===== config.mk =====
export PLATFORM = sky130hd
export DESIGN_NAME = arbitro_rr_4x4_flat
export DESIGN_NICKNAME = d
export VERILOG_FILES = /design/src/rtl/arbitro_rr_4x4_pkg.sv /design/src/rtl/arbitro_rr_4x4_if.sv /design/src/rtl/arbitro_rr_4x4_rr_grant4.sv /design/src/rtl/arbitro_rr_4x4.sv /design/src/flat_wrapper.sv
export SDC_FILE = /design/constraint.sdc
export NUM_CORES = 1
export LEC_CHECK = 0
export CAP_MARGIN = 20
export CORE_MARGIN = 5
export CORE_UTILIZATION = 30
export CTS_BUF_LIST = sky130_fd_sc_hd__clkbuf_16
export DETAILED_ROUTE_END_ITERATION = 12
export PLACE_DENSITY = 0.81
export SLEW_MARGIN = 5
export SYNTH_ARGS = -nofsm -noshare
export SYNTH_HDL_FRONTEND = slang
export SYNTH_SLANG_ARGS = --single-unit

===== constraint.sdc =====
create_clock -name clk -period 3.1 [get_ports clk]
set_input_delay 0.465 -clock clk [delete_from_list [all_inputs] [get_ports clk]]
set_output_delay 0.465 -clock clk [all_outputs]
set_load 0.01 [all_outputs]

===== src/rtl/arbitro_rr_4x4_pkg.sv =====
// rtl/arbitro_rr_4x4_pkg.sv - shared constants and grant helper for the 4x4 round-robin arbiter/router
package arbitro_rr_4x4_pkg;

   localparam int DATA_W   = 10;
   localparam int N_PORTS  = 4;
   localparam int DEST_MSB = DATA_W - 1;
   localparam int DEST_LSB = DATA_W - 2;

   // Rotating priority scan: the first requester at or after ptr (wrapping 3->0) wins.
   // Result is {valid, idx[1:0]}; valid=0 means no requester at all.
   function automatic logic [2:0] next_grant(input logic [N_PORTS-1:0] req,
                                             input logic [1:0]         ptr);
      logic [1:0] cand;
      logic [2:0] res;
      res  = 3'b000;
      cand = 2'd0;
      // Walk from the farthest candidate back to ptr so the nearest one is written last.
      for (int k = N_PORTS - 1; k >= 0; k--) begin
         cand = ptr + k[1:0];
         if (req[cand]) begin
            res = {1'b1, cand};
         end
      end
      return res;
   endfunction

endpackage


===== src/rtl/arbitro_rr_4x4_if.sv =====
// rtl/arbitro_rr_4x4_if.sv - FIFO-side bundle between the arbiter and the input/output FIFOs
interface arbitro_rr_4x4_if;
   import arbitro_rr_4x4_pkg::*;

   logic [N_PORTS-1:0] fifo_empty;
   logic [DATA_W-1:0]  fifo_data_in0;
   logic [DATA_W-1:0]  fifo_data_in1;
   logic [DATA_W-1:0]  fifo_data_in2;
   logic [DATA_W-1:0]  fifo_data_in3;
   logic [N_PORTS-1:0] out_almost_full;
   logic [N_PORTS-1:0] pop;
   logic [N_PORTS-1:0] push;
   logic [DATA_W-1:0]  data_out;

   // Arbiter side: consumes FIFO status/data, drives strobes and the routed word.
   modport master (
      input  fifo_empty,
      input  fifo_data_in0,
      input  fifo_data_in1,
      input  fifo_data_in2,
      input  fifo_data_in3,
      input  out_almost_full,
      output pop,
      output push,
      output data_out
   );

   // FIFO side: supplies status/data, receives strobes and the routed word.
   modport slave (
      output fifo_empty,
      output fifo_data_in0,
      output fifo_data_in1,
      output fifo_data_in2,
      output fifo_data_in3,
      output out_almost_full,
      input  pop,
      input  push,
      input  data_out
   );

endinterface


===== src/rtl/arbitro_rr_4x4_rr_grant4.sv =====
// rtl/arbitro_rr_4x4_rr_grant4.sv - combinational rotate-priority encoder (req, ptr -> one-hot grant, idx, valid)
module rr_grant4
   import arbitro_rr_4x4_pkg::*;
(
   input  logic [N_PORTS-1:0] req,
   input  logic [1:0]         ptr,
   output logic [N_PORTS-1:0] grant,
   output logic [1:0]         idx,
   output logic               valid
);

   logic [2:0] sel;

   // Pick the first requester starting from ptr and expand it to one-hot.
   always_comb begin
      sel   = next_grant(req, ptr);
      valid = sel[2];
      idx   = sel[1:0];
      grant = '0;
      if (sel[2]) begin
         grant = 4'b0001 << sel[1:0];
      end
   end

endmodule


===== src/rtl/arbitro_rr_4x4.sv =====
// rtl/arbitro_rr_4x4.sv - 4-in/4-out round-robin pop/route/push arbiter; ARB_STRICT_PRIO_EN selects fixed priority 0>1>2>3
module arbitro_rr_4x4
   import arbitro_rr_4x4_pkg::*;
(
   input  logic              clk,
   input  logic              reset,
   input  logic              enable,
   output logic              idle,
   arbitro_rr_4x4_if.master  bus
);

   logic               stall;
   logic               issue;
   logic [N_PORTS-1:0] req;
   logic [N_PORTS-1:0] gnt_oh;
   logic [1:0]         gnt_idx;
   logic               gnt_valid;
   logic [1:0]         scan_ptr;
   logic [1:0]         gnt_q;
   logic               inflight;
   logic [DATA_W-1:0]  data_sel;
   logic [DATA_W-1:0]  data_q;
   logic [1:0]         dest;

   assign req   = ~bus.fifo_empty;
   assign stall = (|bus.out_almost_full) | ~enable;
   assign issue = gnt_valid & ~stall;

`ifdef ARB_STRICT_PRIO_EN
   // Fixed priority: the scan always starts at port 0.
   assign scan_ptr = 2'd0;
`else
   logic [1:0] rr_ptr;

   // Round-robin pointer: the port just served drops to lowest priority.
   always_ff @(posedge clk or negedge reset) begin
      if (!reset) begin
         rr_ptr <= 2'd0;
      end else if (issue) begin
         rr_ptr <= gnt_idx + 2'd1;
      end
   end

   assign scan_ptr = rr_ptr;
`endif

   rr_grant4 u_grant (
      .req   (req),
      .ptr   (scan_ptr),
      .grant (gnt_oh),
      .idx   (gnt_idx),
      .valid (gnt_valid)
   );

   // Pop strobe is combinational so an emptying FIFO or a new almost-full blocks it this cycle.
   always_comb begin
      bus.pop = '0;
      if (issue && reset) begin
         bus.pop = gnt_oh;
      end
   end

   // Issue stage: remember which port was popped; completion always follows one cycle later.
   always_ff @(posedge clk or negedge reset) begin
      if (!reset) begin
         inflight <= 1'b0;
         gnt_q    <= 2'd0;
      end else begin
         inflight <= issue;
         if (issue) begin
            gnt_q <= gnt_idx;
         end
      end
   end

   // Read-data mux: the popped FIFO presents its word the cycle after the pop.
   always_comb begin
      data_sel = bus.fifo_data_in0;
      case (gnt_q)
         2'd0:    data_sel = bus.fifo_data_in0;
         2'd1:    data_sel = bus.fifo_data_in1;
         2'd2:    data_sel = bus.fifo_data_in2;
         default: data_sel = bus.fifo_data_in3;
      endcase
   end

   // Holding register so data_out keeps the last routed word between completions.
   always_ff @(posedge clk or negedge reset) begin
      if (!reset) begin
         data_q <= '0;
      end else if (inflight) begin
         data_q <= data_sel;
      end
   end

   assign dest = data_sel[DEST_MSB:DEST_LSB];

   // Complete stage: route the in-flight word to the output FIFO named by its destination field.
   always_comb begin
      bus.push     = '0;
      bus.data_out = data_q;
      if (inflight) begin
         bus.data_out = data_sel;
         bus.push     = 4'b0001 << dest;
      end
   end

   assign idle = ~inflight & (&bus.fifo_empty);

endmodule

===== src/flat_wrapper.sv =====
// flat-port wrapper written by rule: the top's interface ports become plain ports
module arbitro_rr_4x4_flat import arbitro_rr_4x4_pkg::*;
  (clk, reset, enable, idle, bus_fifo_empty, bus_fifo_data_in0, bus_fifo_data_in1, bus_fifo_data_in2, bus_fifo_data_in3, bus_out_almost_full, bus_pop, bus_push, bus_data_out);
  arbitro_rr_4x4_if bus_i ();
  input  logic clk;
  input  logic reset;
  input  logic enable;
  output logic idle;
  input wire logic [$bits(bus_i.fifo_empty)-1:0] bus_fifo_empty;
  input wire logic [$bits(bus_i.fifo_data_in0)-1:0] bus_fifo_data_in0;
  input wire logic [$bits(bus_i.fifo_data_in1)-1:0] bus_fifo_data_in1;
  input wire logic [$bits(bus_i.fifo_data_in2)-1:0] bus_fifo_data_in2;
  input wire logic [$bits(bus_i.fifo_data_in3)-1:0] bus_fifo_data_in3;
  input wire logic [$bits(bus_i.out_almost_full)-1:0] bus_out_almost_full;
  output wire logic [$bits(bus_i.pop)-1:0] bus_pop;
  output wire logic [$bits(bus_i.push)-1:0] bus_push;
  output wire logic [$bits(bus_i.data_out)-1:0] bus_data_out;
  assign bus_i.fifo_empty = bus_fifo_empty;
  assign bus_i.fifo_data_in0 = bus_fifo_data_in0;
  assign bus_i.fifo_data_in1 = bus_fifo_data_in1;
  assign bus_i.fifo_data_in2 = bus_fifo_data_in2;
  assign bus_i.fifo_data_in3 = bus_fifo_data_in3;
  assign bus_i.out_almost_full = bus_out_almost_full;
  assign bus_pop = bus_i.pop;
  assign bus_push = bus_i.push;
  assign bus_data_out = bus_i.data_out;
  arbitro_rr_4x4 u_core (.clk(clk), .reset(reset), .enable(enable), .idle(idle), .bus(bus_i));
endmodule

==> results.tsv <==
stage	metric	value	unit
timing	fin_tns_setup	0	ns
placement	dp_cells	184	
global_route	grt_pass1_wl	4.66	mm
logic_synthesis	syn-cell-area	953	um2
worst_setup_path	startpoint_type	primary input	
logic_synthesis	syn_nets	124	
global_route	grt_pass1_vias	982	
route	via_per_inst	4.86	
timing	worst_slew_pin_slew	0.529	ns
layout	nets	196	
logic_synthesis	yosys_warnings	0	
worst_setup_path	r2r-start	u_core.gnt_q[0]	
clocking	ctsHoldBuffers	0	
timing	setup_violations	0	
timing	rsz0062_at_grt	false	
power	powerDensity	580	mW/mm2
power	power_frac_comb	0.441	
worst_setup_path	path_class	primary input to primary output	
clocking	post_cts_buffers	0	
logic_synthesis	synthSimpleGateAreaFrac	0.119	
logic_synthesis	synth-seq-cells	15	
timing	fin_worst_skew	0.00118	ns
logic_synthesis	synth-xor-area-share	0.00919	
global_route	grt_usage	0.141	
die	core_area	0.00305	mm2
worst_setup_path	crit_path_end_kind	primary output	
timing	finalCritPeriodShare	0.911	
worst_setup_path	cp_max_fo	5	
clocking	cts-buffers-inserted	3	
logic_synthesis	synth-edff-count	0	
route	drt_iter0_markers	29	
route	post_drt_wl_per_cell	15.7	um
clocking	cts.repair.resized	0	
route	drc	0	
flow_run	cap_viol_max_count	0	
logic_synthesis	avgSynthCellArea	13.1	um2
die	fp.dieH	66.4	um
timing	fin_ws	0.275	ns
clocking	root_buffer	clkbuf_16	
worst_setup_path	rr_endpoint	u_core.data_q[2]	
logic_synthesis	synthCells	73	
run_status	outcome	finished, final reports clean	
timing	hold_violations	0	
timing	min_period	2.83	ns
layout	antennaDiodeCount	0	
die	pin_count	70	
min_path	hold_class	register to register	
die	die_area	0.00441	mm2
logic_synthesis	yosysUniqueCellTypes	28	
timing	max_freq	354	MHz
die	die_w	66.4	um
clocking	cts_tree	yes	
logic_synthesis	synthMuxAreaShare	0.374	
power	cell_internal_pwr	0.734	mW
min_path	min_to	u_core.data_q[2]	
logic_synthesis	synthAdderAreaFrac	0	
layout	fin_area	0.00177	mm2
layout	final_cells	188	
global_route	overflow	0	
logic_synthesis	ys.flop_type	dfrtp_1	
timing	drv_slew	0	
worst_setup_path	cp.required	2.63	ns
clocking	clkTransAtPathRegs	0.05	ns
route	vias	914	
route	ant_nets	0	
worst_setup_path	r2r_cells	3	
route	routed_wl	2.95	mm
clocking	clk_latency	0.24	ns
die	rows	20	
min_path	min_from	u_core.data_q[2]	
power	swShare	0.285	
clocking	clk_path_buf_depth	2	
min_path	hold_depth	1	
power	p_leak	0.692	nW
logic_synthesis	synth_top_family_by_area	multiplexers	
placement	dp_slack	0.260	ns
clocking	clock-sinks	15	
power	switchingPower	0.293	mW
power	clkPwrFrac	0.242	
placement	place_hpwl	2.51	mm
layout	area_delta_synth_final	85.6	%
logic_synthesis	synth_compound_area_frac	0.0656	
timing	max_slew_margin	0.648	
power	pwr-share-seq	0.317	
power	peakVddDrop	0.230	mV
global_route	grt_start_max_net_pins	16	
placement	io_buffers	69	
route	drt_first_pass_iters	4	
placement	place.gp.congestion	0.666	
logic_synthesis	synthArstFlopShare	1.00	
placement	place_area	0.00169	mm2
global_route	antenna_found_initial	0	
clocking	htreeDepth	1	
layout	final_layout_size_suffix_gt1_frac	0.222	
worst_setup_path	r2r_slack	1.37	ns
die	start_util	0.312	
worst_setup_path	worstPathArrival	2.36	ns
logic_synthesis	ys_seq_area_frac	0.394	
==> synth_stat cells, types with 2 or more instances <==
master	n	area share
buf_2	2	0.010
dfrtp_1	15	0.39
inv_1	2	0.0079
mux2_2	10	0.12
mux4_2	9	0.21
nand2_1	2	0.0079
nand3_1	2	0.010
nor2_1	8	0.031
nor3_1	2	0.010
o21a_1	2	0.016
o21ai_0	2	0.010
==> metrics by stage <==
step / util / hold WS (ns) / power (mW)
finish: 0.580 / 0.494 / 1.03
global route: 0.580 / 0.508 / 1.10
CTS: 0.580 / 0.495 / 1.04
detailed placement: 0.553 / 0.484 / 0.792
global placement: 0.553 / 0.480 / 0.771
floorplan: - / 0.169 / 0.564
==> kinds of logic after synthesis <==
family	after synthesis
flops	15
mux	21
xor+xnor	1
compound gates	8
simple gates	21
buf+inv	7
==> area by class of cell <==
| cell class | count | area (um2) |
|---|---|---|
| sequential | 15 | 375 |
| clock buffer | 3 | 75.1 |
| tap | 44 | 55.1 |
| multi-input combinational | 51 | 542 |
| timing repair buffer | 71 | 706 |
| fill | 275 | 1280 |
| clock inverter | 1 | 5.00 |
| inverter | 3 | 11.3 |
==> power groups by stage <==
stage / logic [mW] / clock network, mW / registers [mW]
after floorplan: 0.273 / 0 / 0.291
after global placement: 0.444 / 0 / 0.327
after detailed placement: 0.461 / 0 / 0.331
after CTS: 0.462 / 0.256 / 0.327
after global routing: 0.489 / 0.272 / 0.337
final: 0.453 / 0.248 / 0.325
==> how the worst max path moves through the flow <==
| stage | start | end | slack, ns |
|---|---|---|---|
| final | bus_fifo_empty[2] | bus_pop[3] | 0.27 |
| after global placement | bus_fifo_empty[0] | bus_pop[2] | 0.35 |
| after global routing | bus_fifo_empty[2] | bus_pop[3] | 0.13 |
| after detailed placement | bus_fifo_empty[2] | bus_pop[3] | 0.26 |
| after CTS | bus_fifo_empty[2] | bus_pop[3] | 0.25 |
| after floorplan | bus_fifo_empty[2] | bus_pop[3] | 1.29 |
==> cells in the final DEF (no fill, tap or decap), types with 2 or more instances in the layout <==
cell and instances:
clkbuf_16 3, nand2_1 2, nor3_1 2, o21ai_0 2, inv_1 2, o21a_1 2, nand3_1 2, buf_4 2
mux2_2 10, mux4_2 9, nor2_1 8, clkdlybuf4s50_1 69, dfrtp_1 15
==> metal layers <==
metal / up-vias / track usage / share of wire
met5: - / 0 / 0
met4: 0 / 0.0457 / 0.012
met3: 5 / 0.0476 / 0.10
met2: 47 / 0.257 / 0.50
met1: 440 / 0.150 / 0.38
li1: 422 / - / -
==> registers in the layout, indices dropped and copies added, names as in the netlist <==
register,count
u_core.gnt_q,2
u_core.inflight,1
u_core.rr_ptr,2
u_core.data_q,10
==> critical path: stages <==
cell,delay [ns]
clkdlybuf4s50_1,0.46
nand2b_1,0.19
o221ai_1,0.17
o21a_1,0.25
inv_1,0.08
nor3_1,0.19
clkdlybuf4s50_1,0.57
(Power assumes the default switching activity.)
